===== src/rtl/mux_pkg.sv =====
// Shared types and constants for the N:1 pipelined selector.
// Holds the skid-buffer occupancy states and the out-of-range fill value.
package mux_pkg;

  localparam int MAX_N     = 16;
  localparam int MAX_WIDTH = 64;

  typedef enum logic [1:0] {
    EMPTY = 2'd0,
    ONE   = 2'd1,
    TWO   = 2'd2
  } mux_state_e;

  // Data presented for a select index that names no input.
  function automatic logic [MAX_WIDTH-1:0] oor_fill();
    return '0;
  endfunction

endpackage


===== src/rtl/mux_nto1_comb.sv =====
// Purely combinational N:1 selector with out-of-range select detection.
// Produces zero data and err = 1 when select names no input.
module mux_nto1_comb
  import mux_pkg::*;
#(
  parameter int WIDTH = 32,
  parameter int N     = 4,
  parameter int SELW  = $clog2(N)
) (
  input  logic [N*WIDTH-1:0] inputs,
  input  logic [SELW-1:0]    select,
  output logic [WIDTH-1:0]   data,
  output logic               err
);

  always_comb begin
    data = WIDTH'(oor_fill());
    err  = 1'b1;
    for (int k = 0; k < N; k++) begin
      if (select == SELW'(k)) begin
        data = inputs[k*WIDTH +: WIDTH];
        err  = 1'b0;
      end
    end
  end

endmodule


===== src/rtl/mux_nto1_pipe.sv =====
// N:1 selector feeding a two-entry skid buffer with valid/ready on both sides.
// in_ready comes from a register, so no combinational path runs through the block.
module mux_nto1_pipe
  import mux_pkg::*;
#(
  parameter int WIDTH = 32,
  parameter int N     = 4,
  parameter int SELW  = $clog2(N)
) (
  input  logic               clk,
  input  logic               rst_n,
  input  logic [N*WIDTH-1:0] inputs,
  input  logic [SELW-1:0]    select,
  input  logic               in_valid,
  output logic               in_ready,
  input  logic               flush,
  output logic [WIDTH-1:0]   result,
  output logic               err,
  output logic               out_valid,
  input  logic               out_ready
);

  mux_state_e       state_q, state_d;
  logic             in_ready_d;
  logic [WIDTH-1:0] sel_data;
  logic             sel_err;
  logic [WIDTH-1:0] main_data, skid_data;
  logic             main_err, skid_err;
  logic             accept, consume;
  logic             load_main, load_skid, move_skid;

  mux_nto1_comb #(
    .WIDTH (WIDTH),
    .N     (N),
    .SELW  (SELW)
  ) u_sel (
    .inputs (inputs),
    .select (select),
    .data   (sel_data),
    .err    (sel_err)
  );

  assign accept    = in_valid && in_ready;
  assign consume   = out_valid && out_ready;
  assign out_valid = (state_q != EMPTY);
  assign result    = main_data;
  assign err       = main_err;

  always_comb begin
    state_d   = state_q;
    load_main = 1'b0;
    load_skid = 1'b0;
    move_skid = 1'b0;
    case (state_q)
      EMPTY: begin
        if (accept) begin
          state_d   = ONE;
          load_main = 1'b1;
        end
      end
      ONE: begin
        if (accept && consume) begin
          load_main = 1'b1;
        end else if (accept) begin
          state_d   = TWO;
          load_skid = 1'b1;
        end else if (consume) begin
          state_d = EMPTY;
        end
      end
      TWO: begin
        if (consume) begin
          state_d   = ONE;
          move_skid = 1'b1;
        end
      end
      default: state_d = EMPTY;
    endcase
    // Flush drops everything, including a beat offered this cycle.
    if (flush) begin
      state_d   = EMPTY;
      load_main = 1'b0;
      load_skid = 1'b0;
      move_skid = 1'b0;
    end
    in_ready_d = (state_d != TWO);
  end

  always_ff @(posedge clk or negedge rst_n) begin
    if (!rst_n) begin
      state_q  <= EMPTY;
      in_ready <= 1'b1;
    end else begin
      state_q  <= state_d;
      in_ready <= in_ready_d;
    end
  end

  always_ff @(posedge clk or negedge rst_n) begin
    if (!rst_n) begin
      main_data <= '0;
      main_err  <= 1'b0;
      skid_data <= '0;
      skid_err  <= 1'b0;
    end else begin
      if (load_main) begin
        main_data <= sel_data;
        main_err  <= sel_err;
      end else if (move_skid) begin
        main_data <= skid_data;
        main_err  <= skid_err;
      end
      if (load_skid) begin
        skid_data <= sel_data;
        skid_err  <= sel_err;
      end
    end
  end

endmodule


===== config.mk =====
export PLATFORM = sky130hd
export DESIGN_NAME = mux_nto1_pipe
export DESIGN_NICKNAME = d
export VERILOG_FILES = /design/src/rtl/mux_pkg.sv /design/src/rtl/mux_nto1_comb.sv /design/src/rtl/mux_nto1_pipe.sv
export SDC_FILE = /design/constraint.sdc
export NUM_CORES = 1
export LEC_CHECK = 0
export BUFFER_PORTS_ARGS = -buffer_cell sky130_fd_sc_hd__buf_2
export CAP_MARGIN = 15
export CORE_MARGIN = 2
export CORE_UTILIZATION = 51
export DETAILED_ROUTE_END_ITERATION = 16
export PLACE_DENSITY = 0.88
export SETUP_SLACK_MARGIN = 0.02
export SLEW_MARGIN = 5
export SYNTH_ARGS = -nofsm -noshare
export SYNTH_HDL_FRONTEND = slang
export SYNTH_SLANG_ARGS = --single-unit
export TNS_END_PERCENT = 100

===== constraint.sdc =====
create_clock -name clk -period 3 [get_ports clk]
set_input_delay 0.6 -clock clk [delete_from_list [all_inputs] [get_ports clk]]
set_output_delay 0.6 -clock clk [all_outputs]
set_load 0.005 [all_outputs]

# Yosys cells after proc, flatten, opt, wreduce, memory -nomap -nowiden
# Index checks and enable logic that the tools add are counted.
# Widths: inputs -> output; s select.
[op_classes]
n_eq_ne = 6
n_mux = 29
n_reduce_logical = 7
[op_table]
columns = ["cell", "count"]
rows = [
  ["$mux 32", 6],
  ["$mux 1", 15],
  ["$mux 2", 6],
  ["$eq 2x2->1 const B", 3],
  ["$pmux 2 s3", 1],
  ["$eq 2x1->1 const B", 2],
  ["$logic_not 2->1", 2],
  ["$reduce_bool 2->1", 2],
  ["$logic_and 1x1->1", 3],
  ["$ne 2x2->1 const B", 1],
  ["$pmux 1 s2", 1],
]
[word_totals]
register_bits = 69
inputBits = 135
output_inout_bits = 35
elab_cells = 48

# Depth between registers and ports, before layout
[depth]
word_depth = 8
ltp_mapped = 6

# Modules after synthesis
# Synthesis repeated with hierarchy kept, for this count alone.
[unflattened]
hier_cells = 274
area_unflattened_um2 = 3754.9
[by_module_without_submodules]
columns = ["module", "n_inst", "cells_each", "area_per_inst_um2", "seq_area_each_um2"]
rows = [
  ["mux_nto1_pipe", 1, 233, 2929.1, 1727.9],
  ["mux_nto1_comb", 1, 41, 825.8, 0.0],
]

# Worst setup path before layout
# Ideal clock, no wire load.
[synth_timing]
kind = "input to register"
start = "input select[0]"
end = "register main_data[10], in the netlist result[10]"
setup_time_ns = 0.118
arrival_ns = 1.698
t_required_ns = 2.882
setup_slack_ns = 1.184
stages = 5
path_buffers = 2
cell_sequence = "buf_6 > buf_12 > mux4_2 > a22o_1 > a21o_1"
[synth_via]
elab_chain_cells = 6
word_cells_on_any_way = 9
[synth_rtl]
columns = ["element", "line", "text"]
rows = [
  ["start: declaration", "mux_nto1_pipe.sv:13", "input logic [SELW-1:0] select,"],
  ["$logic_not 2->1", "mux_nto1_comb.sv:20", "if (select == SELW'(k)) begin"],
  ["$mux 32 (3 in series)", "mux_nto1_comb.sv:20", ""],
  ["$mux 32 *", "mux_nto1_comb.sv:20", ""],
  ["$mux 32 *", "mux_nto1_pipe.sv:106", "if (load_main) begin"],
  ["end signal: assignment", "mux_nto1_pipe.sv:107", "main_data <= sel_data;"],
  ["end signal: assignment", "mux_nto1_pipe.sv:110", "main_data <= skid_data;"],
  ["end: declaration", "mux_nto1_pipe.sv:27", "logic [WIDTH-1:0] main_data, skid_data;"],
]
# Every way passes the cells marked *; elsewhere a longest branch is shown, timed or not.
# A chain may end at the register's enable or synchronous reset.

# Worst setup path in the final report
[layout_timing]
start = "input select[0]"
end = "register main_data[0], in the netlist result[0]"
# Same word-level chain as after synthesis.

==> results.sh <==
export IMPL_status="finished clean"
export IMPL_die_h_um=88.6
export IMPL_finClkSkew_ns=0.00608
export IMPL_final_nets=550
export IMPL_die_area_um2=7840
export IMPL_grt_pass1_vias=2925
export IMPL_cts_reportedPaths_clkPinSlew_ns=0.07
export IMPL_synth_area_um2=3650
export IMPL_timing_slew_headroom=0.447
export IMPL_grt_max_degree=46
export IMPL_clk_insertion_delay_late_ns=0.33
export IMPL_dr_pass1_iters=4
export IMPL_place_inst=500
export IMPL_hold_slack_ns=0.363
export IMPL_p_per_area_nw_per_um2=586
export IMPL_cts_sinks=69
export IMPL_rows=30
export IMPL_layout_cells_non_filler=516
export IMPL_utilization=0.698
export IMPL_grt_first_pass_wirelength_um=13200
export IMPL_wl_um=8640
export IMPL_ys_ff_latch=69
export IMPL_drive_above_1_share=0.617
export IMPL_core_area_um2=6870
export IMPL_groute_usage_overall=0.224
export IMPL_layout_common_cells="buf_2, dfrtp_1, mux2_2, mux4_2"
export IMPL_p_total_mw=2.81
export IMPL_rsz0062_at_grt="false"
export IMPL_pre_cts_slack_ns=0.641
export IMPL_worst_slack_ns=1.03
export IMPL_arrival_ns=2.20
export IMPL_ctsRootBufferMaster="clkbuf_8"
export IMPL_hold_viol=0
export IMPL_hold_path_class="input pin to async pin"
export IMPL_synth_seq_area_share=0.474
export IMPL_worstSetupPathType="input pin to flip-flop"
export IMPL_dieWidth_um=88.6
export IMPL_antenna_found_initial=0
export IMPL_grt_use_met2=0.408
export IMPL_setup_violations=0
export IMPL_place_hpwl_um=6440
export IMPL_cts_setup_buffers=0
export IMPL_cts_buffers=9
export IMPL_h_tree_depth=3
export IMPL_avgSynthCellArea_um2=14.6
export IMPL_area_growth_syn_to_layout_pct=31.4
export IMPL_finalMaxSlewViolations=0
export IMPL_cp_start_kind="input pin"
export IMPL_finalCriticalPeriod_ns=1.97
export IMPL_gp_congestion=0.732
export IMPL_final_common_cell="buf_2"
export IMPL_num_io_pins=170
export IMPL_grt_ovfl_total=0
export IMPL_grt_busiest_layer="met2"
export IMPL_route_detailed_drc=0
export IMPL_drv_cap=0
export IMPL_tns_ns=0
export IMPL_detail_route_wl_per_cell_um=16.7
export IMPL_hold_buffers=0
export IMPL_syn_num_nets=384
export IMPL_p_leak_nw=2.41
export IMPL_netlist_instances=249
export IMPL_ir_drop_v=0.000330
export IMPL_start_util=0.531
export IMPL_vias=2831
export IMPL_ys_warn_count=0
export IMPL_yosysUniqueCellTypes=25
export IMPL_viasPerCell=5.49
export IMPL_cts_resized=0
export IMPL_fillers=509
export IMPL_diodes=0
export IMPL_cp_max_fo=21
export IMPL_drtIter0Drc=130
export IMPL_clockBufferDepth=2
export IMPL_postPlaceCellArea_um2=4550
export IMPL_fin_crit_sh=0.657
export IMPL_cp_end_kind="flip-flop"
export IMPL_use_met3=0.0373
export IMPL_final_area_um2=4790
export IMPL_required_ns=3.22
export IMPL_ant_nets=0
export IMPL_max_freq_ghz=0.507
export IMPL_io_buffer_count=169
export IMPL_worst_pin_slew_ns=0.829
export IMPL_grt_use_met1=0.255
export IMPL_cts_tree="yes"
==> worst max-delay path, cell delays in order <==
cell and delay, ns:
buf_2 0.35, buf_12 0.26, mux4_1 0.60, a22o_1 0.22, a21o_1 0.15
==> path summary, 6_finish.rpt <==
check	start	endpoint	slack, ns	depth (start not counted)
worst max-delay path	select[0]	result[0]	1.03	5
worst min-delay path	rst_n	result[28]	0.36	1
worst max register to register	in_ready	result[8]	1.03	6
worst min register to register	result[17]	result[17]	0.47	1
max in group asynchronous	rst_n	in_ready	1.90	2
min in group clk	result[17]	result[17]	0.47	1
==> cell usage after synthesis (all sizes together) <==
master / n / area share
buf: 19 / 0.038
mux2i: 13 / 0.036
and3: 1 / 0.0017
o21ai: 12 / 0.016
dfstp: 1 / 0.0072
nor3: 1 / 0.0014
nor2b: 1 / 0.0024
mux2: 32 / 0.099
nand2: 15 / 0.015
or2: 1 / 0.0017
dfrtp: 68 / 0.47
nor2: 4 / 0.0041
clkbuf: 2 / 0.0021
mux4: 32 / 0.20
nor4: 1 / 0.0058
a21o: 21 / 0.043
o22a: 1 / 0.0024
and2: 1 / 0.0017
o21a: 2 / 0.0041
a22o: 21 / 0.050
==> flip-flops by register name, indices dropped and copies added (netlist names) <==
name,flops
in_ready,1
skid_data,32
state_q,2
skid_err,1
err,1
result,32
==> where the power goes <==
| group | internal [mW] | switching (mW) | total, mW |
|---|---|---|---|
| registers | 1.17 | 0.131 | 1.30 |
| logic | 0.380 | 0.241 | 0.621 |
| clock network | 0.558 | 0.327 | 0.885 |
==> cell type report <==
cell class | count | area [um2] | share of cell area
clock inverter | 3 | 65.1 | 0.0136
clock buffer | 13 | 179 | 0.0373
sequential | 69 | 1730 | 0.361
multi-input combinational | 159 | 1780 | 0.371
timing repair buffer | 176 | 923 | 0.193
tap | 96 | 120 | 0.0251
==> routing by layer <==
metal	vias up	part of all wire
li1	1297	-
met3	17	0.048
met4	0	0.023
met1	1409	0.39
met5	-	0
met2	108	0.54
==> cell families (layout without fill, tap and decap cells) <==
family	after synthesis	in the layout	synth area share
flip-flops	69	69	0.474
buffers and inverters	21	192	0.0401
multiplexers	77	77	0.335
AO/OA/AOI/OAI	57	57	0.117
AND/OR/NAND/NOR	25	25	0.0343
Power figures use the tool's default switching activity.
